`src/rtl/disp_shift_buf.sv`:
```
// disp_shift_buf: eight-digit hex scroll buffer for a seven-segment display.
// Each accepted byte scrolls in as two hex digits (high nibble first) over two
// cycles. Digits enter at d0 (rightmost) and push older digits left.
// Optional cursor blink on dp0 is enabled by defining DISP_SHIFT_BUF_BLINK_EN.
module disp_shift_buf #(
  parameter int BLINK_DIV = 25_000_000
) (
  input  logic       clk,
  input  logic       reset,
  input  logic [7:0] data,
  input  logic       valid,
  output logic       ready,
  input  logic       clear,
  output logic [3:0] d7,
  output logic [3:0] d6,
  output logic [3:0] d5,
  output logic [3:0] d4,
  output logic [3:0] d3,
  output logic [3:0] d2,
  output logic [3:0] d1,
  output logic [3:0] d0,
  output logic       dp7,
  output logic       dp6,
  output logic       dp5,
  output logic       dp4,
  output logic       dp3,
  output logic       dp2,
  output logic       dp1,
  output logic       dp0,
  output logic [7:0] blank,
  output logic [3:0] count
);

  typedef enum logic {
    IDLE     = 1'b0,
    SHIFT_LO = 1'b1
  } state_t;

  state_t          state;
  logic [7:0][3:0] digits;
  logic [3:0]      lo_nib;

  // Digit counter increment, holding at eight once the display is full.
  function automatic logic [3:0] sat_inc(input logic [3:0] c);
    return (c >= 4'd8) ? 4'd8 : c + 4'd1;
  endfunction

  // Positions at or beyond the written-digit count have never been written.
  function automatic logic [7:0] blank_mask(input logic [3:0] c);
    logic [7:0] m;
    for (int i = 0; i < 8; i++) m[i] = (i >= int'(c));
    return m;
  endfunction

  // Elaboration-time guard on the blink divider range.
  if (BLINK_DIV < 2 || BLINK_DIV > (1 << 26)) begin : g_bad_blink_div
    $error("disp_shift_buf: BLINK_DIV out of range");
  end

  // Ready only in IDLE; a clear in the same cycle refuses the byte.
  assign ready = (state == IDLE) && !clear;

  assign d7 = digits[7];
  assign d6 = digits[6];
  assign d5 = digits[5];
  assign d4 = digits[4];
  assign d3 = digits[3];
  assign d2 = digits[2];
  assign d1 = digits[1];
  assign d0 = digits[0];

  assign dp7 = 1'b0;
  assign dp6 = 1'b0;
  assign dp5 = 1'b0;
  assign dp4 = 1'b0;
  assign dp3 = 1'b0;
  assign dp2 = 1'b0;
  assign dp1 = 1'b0;

  // Two-state scroll FSM: high nibble on the transfer, low nibble the cycle after.
  always_ff @(posedge clk) begin
    if (reset || clear) begin
      state  <= IDLE;
      digits <= '0;
      lo_nib <= 4'd0;
      count  <= 4'd0;
      blank  <= 8'hFF;
    end else begin
      case (state)
        IDLE: begin
          if (valid) begin
            digits <= {digits[6:0], data[7:4]};
            lo_nib <= data[3:0];
            count  <= sat_inc(count);
            blank  <= blank_mask(sat_inc(count));
            state  <= SHIFT_LO;
          end
        end
        SHIFT_LO: begin
          digits <= {digits[6:0], lo_nib};
          count  <= sat_inc(count);
          blank  <= blank_mask(sat_inc(count));
          state  <= IDLE;
        end
        default: state <= IDLE;
      endcase
    end
  end

`ifdef DISP_SHIFT_BUF_BLINK_EN
  localparam logic [25:0] BLINK_LAST = 26'(BLINK_DIV - 1);

  logic [25:0] blink_cnt;
  logic        dp0_q;

  // Cursor blink: counter wraps every BLINK_DIV cycles and flips dp0 on each wrap.
  always_ff @(posedge clk) begin
    if (reset || clear) begin
      blink_cnt <= 26'd0;
      dp0_q     <= 1'b0;
    end else if (blink_cnt == BLINK_LAST) begin
      blink_cnt <= 26'd0;
      dp0_q     <= ~dp0_q;
    end else begin
      blink_cnt <= blink_cnt + 26'd1;
    end
  end

  assign dp0 = dp0_q;
`else
  assign dp0 = 1'b0;
`endif

endmodule

```
`config.mk`:
```
export PLATFORM = sky130hd
export DESIGN_NAME = disp_shift_buf
export DESIGN_NICKNAME = d
export VERILOG_FILES = /design/src/rtl/disp_shift_buf.sv
export SDC_FILE = /design/constraint.sdc
export NUM_CORES = 1
export LEC_CHECK = 0
export BUFFER_PORTS_ARGS = -buffer_cell sky130_fd_sc_hd__buf_2
export CAP_MARGIN = 20
export CORE_ASPECT_RATIO = 2
export CORE_UTILIZATION = 45
export DETAILED_ROUTE_END_ITERATION = 8
export HOLD_SLACK_MARGIN = 0.1
export PLACE_DENSITY_LB_ADDON = 0.2
export SLEW_MARGIN = 5
export SYNTH_ARGS = -nofsm -noshare
export SYNTH_HDL_FRONTEND = slang
export SYNTH_SLANG_ARGS = --single-unit
```
`constraint.sdc`:
```
create_clock -name clk -period 2 [get_ports clk]
set_input_delay 0.1 -clock clk [delete_from_list [all_inputs] [get_ports clk]]
set_output_delay 0.1 -clock clk [all_outputs]
set_load 0.1 [all_outputs]
```
Word level (Yosys, flattened, before mapping)
Index checks and enable logic that the tools add are counted.
Word-level totals
  output and inout port bits: 53
  input bits: 12
  bits in registers: 49
  logic and storage cells: 37
Cells by class
  magnitude comparators: 9
  eq/ne operators: 1
  $add $sub $neg: 1
  bitwise gates (word level): 1
  reductions and logical operators: 4
  mux-type cells: 9
Operator list (count)
  one-hot mux 32 bit (2 select lines): 1
  2-to-1 mux 32 bit: 1
  greater-or-equal comparator 3 x 4 -> 1 bit, first input constant: 4
  one-hot mux 8 bit (2 select lines): 1
  greater-or-equal comparator 1 x 4 -> 1 bit, first input constant: 2
  greater-or-equal comparator 2 x 4 -> 1 bit, first input constant: 2
  2-to-1 mux 4 bit: 2
  2-to-1 mux 8 bit: 1
  one-hot mux 4 bit (2 select lines): 1
  adder 4 x 1 -> 4 bit, second input constant: 1
  greater-or-equal comparator 4 bit, second input constant: 1
  inequality test 2 bit, second input constant: 1
  one-hot mux 1 bit (2 select lines): 1
  AND reduction 2 bit: 1
  logical AND 1 bit: 1
  logical NOT 1 bit: 1
  logical OR 1 bit: 1
  2-to-1 mux 1 bit: 1
  NOT 1 bit: 1

Depth between registers and ports, before layout
Gate-level depths: netlist (run 1).
  word-level depth: 5
  depth in mapped cells: 6
  gate-level depth less buffers: 5

Least setup slack after synthesis (run 1)
No wires, ideal clock.
  path type: flip-flop to flip-flop
  start point: register count[0]
  end point: register blank[6]
  cell stages (with the launch flop): 6
  period minus slack after synthesis: 2332 ps
  buffers on the path: 0
  arrival time: 2210 ps
  data required time: 1878 ps
  setup time: 122 ps
  slack: -332 ps
  cell sequence: dfxtp_1 inv_1 ha_1 nor3b_1 nand2b_1 a221o_1
On the way
  longest elaborated chain between the ends: 5
  elaborated cells on any way between the ends: 6
  those cells by class: add/sub (1); order compare (2); mux (3)
RTL lines
  start, declared: line 31  | output logic [3:0] count
  start signal, assigned: line 94  | count <= sat_inc(count);
  start signal, assigned: line 101  | count <= sat_inc(count);
  adder 4 x 1 -> 4 bit or greater-or-equal comparator 4 bit (tied branches): line 45  | return (c >= 4'd8) ? 4'd8 : c + 4'd1;
  2-to-1 mux 4 bit (*): line 45
  greater-or-equal comparator 3 x 4 -> 1 bit (*): line 51  | for (int i = 0; i < 8; i++) m[i] = (i >= int'(c));
  2-to-1 mux 8 bit: line 91  | if (valid) begin
  one-hot mux 8 bit (2 select lines) (*): line 89  | case (state)
  end signal, assigned: line 95  | blank <= blank_mask(sat_inc(count));
  end signal, assigned: line 102  | blank <= blank_mask(sat_inc(count));
  end, declared: line 30  | output logic [7:0] blank,
Every way passes the cells marked *; elsewhere a longest branch is shown, timed or not. The select of a mux whose other input is x is not followed.
A chain may end at the register's enable or synchronous reset.

Final worst setup path (run 1)
Same ends and word-level chain as after synthesis.

==> results of run 1 <==
## power groups by stage
stage | clock network [mW] | logic, mW | registers (mW)
global route | 0.578 | 0.305 | 1.00
floorplan | 0 | 0.181 | 1.10
CTS | 0.541 | 0.291 | 1.00
global placement | 0 | 0.282 | 1.02
detailed placement | 0 | 0.283 | 1.02
finish | 0.524 | 0.289 | 1.00
## cell type report
type | instances | area, sq um
clock buffer | 5 | 68.8
clock inverter | 1 | 5.00
fill | 449 | 1800
inverter | 2 | 7.51
multi-input combinational | 156 | 835
sequential | 49 | 983
tap | 52 | 65.1
timing repair buffer | 66 | 368
## through the flow
stage | std cells | util, %
after floorplan | 232 | -
after global placement | 320 | 53.5
after detailed placement | 320 | 53.5
after CTS | 331 | 56.5
after global routing | 331 | 56.5
final | 331 | 56.5
## worst max-delay path: cells and delay by family (launching register included)
kind,cells,cell delay (ps)
AOI/OAI and AO/OA,1,330
adders and majority gates,1,330
buffers and inverters,1,100
DFF,1,420
and+or+nand+nor,2,360
## logic make-up (layout without fill, tap and decap cells)
group	Yosys count	count (layout)
buffers and inverters	27	74
xor gates and xnor gates	1	1
AOI/OAI and AO/OA	48	48
muxes	13	13
other	1	8
adders and majority gates	2	2
and+or+nand+nor	84	84
DFF	49	49
## registers in the layout (all words and copies together) (netlist names), 4 cells and up
name / cells
blank: 8
count: 4
d0: 4
d1: 4
d2: 4
d3: 4
d4: 4
d5: 4
d6: 4
d7: 4
lo_nib: 4
## cells in the mapped netlist (all sizes together)
master	number
nand2b	1
o21ai	3
o31ai	2
a21o	1
or4b	1
and2	2
dfxtp	49
a31oi	1
nand3b	1
xnor2	1
a41oi	1
mux2i	8
a211o	2
conb	1
nor3b	2
clkbuf	3
nor4	1
nand2	58
nor2b	1
nor2	14
buf	22
a221o	1
a21oi	36
o21bai	1
ha	2
mux2	5
inv	2
or2	3
## final timing paths
path | startpoint | endpoint | slack (ps) | depth (start not counted)
min | clear | state$_SDFF_PP0_ | 110 | 3
max reg2reg | count[0]$_SDFFE_PP0P_ | blank[6]$_SDFFE_PP1P_ | 370 | 5
max | count[0]$_SDFFE_PP0P_ | blank[6]$_SDFFE_PP1P_ | 370 | 5
min reg2reg | d7[0]$_SDFFE_PP0P_ | d7[0]$_SDFFE_PP0P_ | 450 | 2
## layer usage
| metal | share of wire (%) | GRT usage, % | vias up |
|---|---|---|---|
| met3 | 4.3 | 3.51 | 4 |
| li1 | - | - | 828 |
| met2 | 54 | 34.6 | 48 |
| met5 | 0 | 0 | - |
| met1 | 41 | 17.6 | 733 |
| met4 | 1.3 | 6.62 | 0 |
## what timing repair did
action / 4_1_cts / 5_1_grt
hold endpoints to repair: 5 / 0
hold buffers: 5 / 0
setup endpoints to repair: 0 / 0
==> results.toml, run 1 <==
[run_status]
run_status = "finished, final reports clean"

[yosys]
netlist.area_leader.share_pct = 50.1
mappedNetlistArea_sq_um = 1960
seq_area_frac_synth_pct = 50.1
synth_mux_area_share_pct = 6.97
synth-adder-area-share_pct = 1.28
syn_avg_cell_area_sq_um = 8.70
yosys_warnings = 0
ys_top_cells_by_area = "dfxtp_1 (50%), nand2_1 (11%), a21oi_1 (9.2%), buf_4 (4.6%), mux2i_1 (4.1%)"
synth-simple-area-share_pct = 18.0
yosysTopAreaCell = "dfxtp_1"
synthXorXnorAreaFrac_pct = 0.448
synth_top_family_by_area = "simple AND/OR/NAND/NOR gates"
synth_seq_cells = 49
synth-compound-area-share_pct = 14.3
synth_cell_types = 32
synth_cells = 225

[final_layout]
n_antenna_cell = 0
nets = 294
area_delta_synth_final_pct = 19.2
final_cell_area_sq_um = 2330
layout_commonest_cell = "nand2_1"
final_cell_mix = "nand2_1 (58), buf_2 (56), dfxtp_1 (47), a21oi_1 (36), nor2_1 (13)"
drive_gt1_share_pct = 28.3

[worst_setup_path]
worstPathArrival_ps = 1810
critical_path_class = "flop to flop"
slowest_delay_ps = 420
cp_max_fo = 8
crit_path_top_delay_cell = "dfxtp_2"
worstSetupEndpointType = "flop"
cp-start-kind = "flop"
cp.required_ps = 2180
worstPathCellList = "inv_1, ha_1, nor3b_1, nand2b_1, a221o_1"

[power_and_ir_drop]
cellPowerDensity_nw_per_um2 = 778
p_leak_nw = 0.966
ir_drop_uv = 557
switching_share_pct = 29.6
clkPwrFrac_pct = 28.9
power.internal_mw = 1.28
p_sw_mw = 0.536
combPwrFrac_pct = 15.9
seqPwrFrac_pct = 55.2
power.total_mw = 1.81

[floorplan]
die_h_um = 95.3
die_w_um = 48.6
die-area_sq_um = 4630
core-area_sq_um = 4130
io_pins = 65
std_cell_rows = 33
start_util_pct = 47.4

[clocking]
cts_tree = "done"
numCtsBuffers = 5
clock_path_buffers = 2
cts_sinks = 49
clk-insertion-delay-late_ps = 290
clk_pin_slew_ps = 80
postCtsSetupRepairBufs = 0
h-tree-depth = 2
clock_tree.root_cell = "clkbuf_8"
cts_resized = 0

[sta]
tightest_slew_ps = 617
rsz0062_at_grt = "no"
setup_tns_ps = 0
period_minus_slack_ps = 1630
slew_headroom_pct = 58.8
fin_ws_ps = 366
period_share_pct = 81.7
setup_viol = 0
slew_viol_final = 0
fin_skew_ps = 2.39
hold_ws_ps = 112
fmaxAchievable_mhz = 612
finalHoldViolCount = 0

[place]
hpwlAfterDp_mm = 2.77
portBuffers = 56
dpl_cell_area_sq_um = 2210
gp_congestion = 0.803
pre_cts_ws_ps = 390

[drt]
routedWlPerCell_um = 11.8
drt_wl_total_mm = 3.91
via_count = 1613
antenna_left = 0
drc = 0
drtIter0Drc = 14
dr.pass1.iters = 4
vias_per_cell = 4.87

[grt]
grt_max_degree = 33
grt_pass1_vias = 1435
grt.overflow.total = 0
grt_pass1_wl_mm = 6.32
antenna_found_initial = 0
grt_usage_pct = 17.6

[job]
timing.max_cap.violations = 0

[hold_path]
hold_class = "primary input to flop"
Note: power is estimated with default switching activity, not from simulation.
==> run 2, diff against run 1 <==
==> constraint.sdc (replaced) <==
create_clock -name clk -period 1.7 [get_ports clk]
set_input_delay 0.085 -clock clk [delete_from_list [all_inputs] [get_ports clk]]
set_output_delay 0.085 -clock clk [all_outputs]
set_load 0.1 [all_outputs]
==> run 2 against run 1 <==
Against the previous run:
- total power is 31% higher
- die area stayed put
- routed wire length is 1.6% lower
==> results.toml, run 2 (synthesis gave the netlist of run 1 again) <==
[hold_path]
hold_class = "primary input to flop"

[power_and_ir_drop]
ir_drop_uv = 765
p_leak_nw = 0.994
cellPowerDensity_nw_per_um2 = 991

[clocking]
clk_pin_slew_ps = 90
clock_path_buffers = 2
holdBufCountCts = 5
clk-insertion-delay-late_ps = 300
cts_sinks = 49
h-tree-depth = 2
numCtsBuffers = 5
cts_tree = "done"
postCtsSetupRepairBufs = 0
clock_tree.root_cell = "clkbuf_8"
cts_resized = 0

[floorplan]
die_w_um = 48.6
io_pins = 65
core-area_sq_um = 4130
die_h_um = 95.3
start_util_pct = 47.4
std_cell_rows = 33
die-area_sq_um = 4630

[worst_setup_path]
critical_path.top_delay_family = "flip-flops"
cp.required_ps = 1890
endpoint = "blank[6]$_SDFFE_PP1P_"
cp_max_fo = 8
r2r_setup_slack_ps = 120
path_buf_inv = 1
worstPathArrival_ps = 1780
worstReg2RegEnd = "blank[6]$_SDFFE_PP1P_"
cp-start-kind = "flop"
worstSetupEndpointType = "flop"
cp_num_cells = 5
worstSetupStartpoint = "count[0]$_SDFFE_PP0P_"
reg2reg_depth = 5
crit_path_top_delay_cell = "dfxtp_4"
critical_path_class = "flop to flop"
r2r-start = "count[0]$_SDFFE_PP0P_"
slowest_delay_ps = 400
worstPathCellList = "inv_1, ha_1, nor3b_1, nand2b_1, a221o_1"

[sta]
period_minus_slack_ps = 1580
period_share_pct = 93.0
fin_ws_ps = 118
slew_headroom_pct = 64.7
rsz0062_at_grt = "no"
fin_skew_ps = 5.79
setup_viol = 0
hold_ws_ps = 108
finalHoldViolCount = 0
tightest_slew_ps = 530
fmaxAchievable_mhz = 632
slew_viol_final = 0

[final_layout]
fin_util_pct = 58.0
layout_commonest_cell = "nand2_1"
largest_register = "blank"
final_cell_mix = "nand2_1 (58), buf_2 (56), dfxtp_1 (45), a21oi_1 (36), nor2_1 (12)"
final_cell_area_sq_um = 2390
area_delta_synth_final_pct = 22.4
nets = 295
largest_reg_flops = 8
drive_gt1_share_pct = 30.1
layoutNonFillerInstCount = 334
n_antenna_cell = 0

[place]
hpwlAfterDp_mm = 2.76
portBuffers = 56
dp.cells = 321
dpl_cell_area_sq_um = 2230
pre_cts_ws_ps = 138
gp_congestion = 0.806

[job]
timing.max_cap.violations = 0

[grt]
grt_pass1_vias = 1393
grt_pass1_wl_mm = 6.20
grt_usage_pct = 17.2
grt_max_degree = 29
grt.overflow.total = 0
antenna_found_initial = 0

[drt]
routedWlPerCell_um = 11.5
via_count = 1625
drtIter0Drc = 21
vias_per_cell = 4.87
drt_wl_total_mm = 3.85
antenna_left = 0
dr.pass1.iters = 4
drc = 0

[run_status]
run_status = "finished, final reports clean"
==> run 2: cell count changes in the layout (fill, tap and decap cells not counted) <==
cell and delta:
clkinv_2 -1, dfxtp_4 +2, nor2_1 -1, inv_4 +1, bufinv_16 +1, buf_4 +1, nor2_2 +1, dfxtp_1 -2
clkbuf_8 +1
==> run 2: final cells by class <==
type / instances / area, sq um
Clock buffer: 6 / 82.6
Inverter: 2 / 7.51
Timing Repair Buffer: 67 / 375
Fill cell: 427 / 1730
Multi-Input combinational cell: 156 / 837
Sequential cell: 49 / 991
Clock inverter: 2 / 36.3
Tap cell: 52 / 65.1
==> run 2: routing by layer <==
layer	GRT usage, %	routed length, um	vias to the layer above
met3	3.03	150	6
met5	0	0	-
met1	18.3	1580	735
li1	-	-	835
met4	8.82	76	0
met2	31.9	2040	49
==> run 2: where the power goes <==
group,internal [mW],switching [mW]
clock,0.480,0.378
sequential,1.16,0.0126
combinational,0.0690,0.272
==> run 2: worst min-delay path: cells and delay by family <==
| family | cells | cell delay (ps) |
|---|---|---|
| and+or+nand+nor | 2 | 170 |
| buffers and inverters | 1 | 100 |
==> run 2: metrics by stage <==
stage | setup TNS [ps] | total power, mW
2_1_floorplan | -25.9 | 1.51
3_3_place_gp | 0 | 1.54
3_5_place_dp | 0 | 1.54
4_1_cts | 0 | 2.40
5_1_grt | 0 | 2.46
6_report | 0 | 2.37
==> run 2: worst min-delay path by stage <==
stage	startpoint	to	depth (start not counted)
after floorplan	data[0]	lo_nib[0]$_SDFFE_PP0P_	2
after global placement	data[3]	lo_nib[3]$_SDFFE_PP0P_	3
after detailed placement	data[3]	lo_nib[3]$_SDFFE_PP0P_	3
after CTS	clear	state$_SDFF_PP0_	3
after global routing	clear	state$_SDFF_PP0_	3
final	clear	state$_SDFF_PP0_	3
==> run 3, diff against run 2 <==
--- a/config.mk
+++ b/config.mk
@@ -12,6 +12,7 @@
 export DETAILED_ROUTE_END_ITERATION = 8
 export HOLD_SLACK_MARGIN = 0.1
 export PLACE_DENSITY_LB_ADDON = 0.2
+export REMOVE_ABC_BUFFERS = 1
 export SLEW_MARGIN = 5
 export SYNTH_ARGS = -nofsm -noshare
 export SYNTH_HDL_FRONTEND = slang
==> run 3 against run 2 <==
Against the previous run:
- first-iteration DRC count down 33%
- critical endpoint unchanged
- setup slack better by 76 ps
- via count up 1.4%
- utilization up 0.42 points
- largest cell class unchanged
- maximum frequency up 5.0%
- worst hold slack better by 39 ps
==> results.toml, run 3 (synthesis gave the netlist of run 1 again) <==
[worst_setup_path]
worstReg2RegEnd = "blank[6]$_SDFFE_PP1P_"
slowest_delay_ps = 340
r2r-start = "count[0]$_SDFFE_PP0P_"
worstPathArrival_ps = 1700
r2r_setup_slack_ps = 190
cp_max_fo = 4
worstPathCellList = "inv_1, ha_1, nor3b_1, nand2b_1, a221o_1"
cp-start-kind = "flop"
cp.required_ps = 1890
reg2reg_depth = 5
path_buf_inv = 1
critical_path.top_delay_family = "simple AND/OR/NAND/NOR gates"
critical_path_class = "flop to flop"
worstSetupEndpointType = "flop"
crit_path_top_delay_cell = "dfxtp_1"

[power_and_ir_drop]
ir_drop_uv = 811
p_leak_nw = 1.00
seqPwrFrac_pct = 47.2
p_sw_mw = 0.670
power.internal_mw = 1.82
clkPwrFrac_pct = 38.9
combPwrFrac_pct = 13.9
switching_share_pct = 26.9
cellPowerDensity_nw_per_um2 = 1030

[clocking]
clk-insertion-delay-late_ps = 300
cts_sinks = 49
clock_tree.root_cell = "clkbuf_8"
clock_path_buffers = 2
cts_resized = 0
clk_pin_slew_ps = 80
postCtsSetupRepairBufs = 0
h-tree-depth = 2
numCtsBuffers = 5
cts_tree = "done"
holdBufCountCts = 6

[floorplan]
start_util_pct = 47.4
die_w_um = 48.6
io_pins = 65
std_cell_rows = 33
die-area_sq_um = 4630
core-area_sq_um = 4130
die_h_um = 95.3

[drt]
vias_per_cell = 4.93
drc = 0
antenna_left = 0
routedWlPerCell_um = 11.6
drt_wl_total_mm = 3.87
via_count = 1647
dr.pass1.iters = 4
drtIter0Drc = 14

[sta]
finalHoldViolCount = 0
period_share_pct = 88.6
slew_viol_final = 0
slew_headroom_pct = 65.1
setup_viol = 0
fmaxAchievable_mhz = 664
tightest_slew_ps = 523
fin_skew_ps = 4.35
fin_ws_ps = 194
rsz0062_at_grt = "no"
setup_tns_ps = 0
hold_ws_ps = 147
period_minus_slack_ps = 1510

[final_layout]
final_cell_mix = "nand2_1 (58), buf_2 (56), dfxtp_1 (49), a21oi_1 (36), nor2_1 (13)"
fin_util_pct = 58.4
layout_commonest_cell = "nand2_1"
final_cell_area_sq_um = 2410
nets = 295
largest_register = "blank"
largest_reg_flops = 8
area_delta_synth_final_pct = 23.3
n_antenna_cell = 0
drive_gt1_share_pct = 28.0

[grt]
grt.overflow.total = 0
grt_pass1_wl_mm = 6.44
antenna_found_initial = 0
grt_usage_pct = 17.7
grt_pass1_vias = 1491
grt_max_degree = 39

[place]
portBuffers = 56
hpwlAfterDp_mm = 2.68
dpl_cell_area_sq_um = 2220
pre_cts_ws_ps = 208
gp_congestion = 0.799

[hold_path]
hold_class = "primary input to flop"
hold_start = "clear"
holdPathEnd = "blank[4]$_SDFFE_PP1P_"
min_path_cells = 4

[run_status]
run_status = "finished, final reports clean"

[job]
timing.max_cap.violations = 0
## run 3: tightest hold or removal path, delay by kind of cell
kind	cells	cell delay [ps]
buffers and inverters	1	100
AOI/OAI and AO/OA	2	190
and+or+nand+nor	1	50
## run 3: power by group through the flow
| stage | Sequential (mW) | Combinational (mW) | Clock (mW) |
|---|---|---|---|
| after global routing | 1.18 | 0.363 | 1.04 |
| after CTS | 1.18 | 0.348 | 0.995 |
| after floorplan | 1.30 | 0.171 | 0 |
| after global placement | 1.20 | 0.336 | 0 |
| after detailed placement | 1.20 | 0.337 | 0 |
| final | 1.18 | 0.346 | 0.968 |
## run 3: layer usage
layer	wire length (um)	vias up	track usage, %	share of wire, %
met5	0	-	0	0
met4	72	0	8.82	1.9
met3	173	6	3.83	4.5
met2	2110	43	33.0	54
met1	1520	765	18.2	39
li1	-	833	-	-
## run 3: per-stage QoR
| step | std cells | power [mW] |
|---|---|---|
| floorplan | 207 | 1.47 |
| global placement | 320 | 1.54 |
| detailed placement | 320 | 1.54 |
| CTS | 334 | 2.52 |
| global route | 334 | 2.58 |
| finish | 334 | 2.49 |
## run 3: layout make-up
| type | instances | area (sq um) |
|---|---|---|
| inverters | 2 | 7.51 |
| repair buffers | 67 | 390 |
| flip-flops and latches | 49 | 981 |
| clock buffers | 5 | 68.8 |
| well taps | 52 | 65.1 |
| multi-input cells | 156 | 835 |
| fillers | 430 | 1720 |
| clock inverters | 3 | 65.1 |
## run 3: worst max-delay path by stage
stage / startpoint / to / depth (start not counted)
CTS: count[0]$_SDFFE_PP0P_ / blank[6]$_SDFFE_PP1P_ / 5
finish: count[0]$_SDFFE_PP0P_ / blank[6]$_SDFFE_PP1P_ / 5
detailed placement: count[0]$_SDFFE_PP0P_ / blank[6]$_SDFFE_PP1P_ / 5
floorplan: count[0]$_SDFFE_PP0P_ / blank[6]$_SDFFE_PP1P_ / 5
global placement: count[0]$_SDFFE_PP0P_ / blank[6]$_SDFFE_PP1P_ / 5
global route: state$_SDFF_PP0_ / d3[0]$_SDFFE_PP0P_ / 4
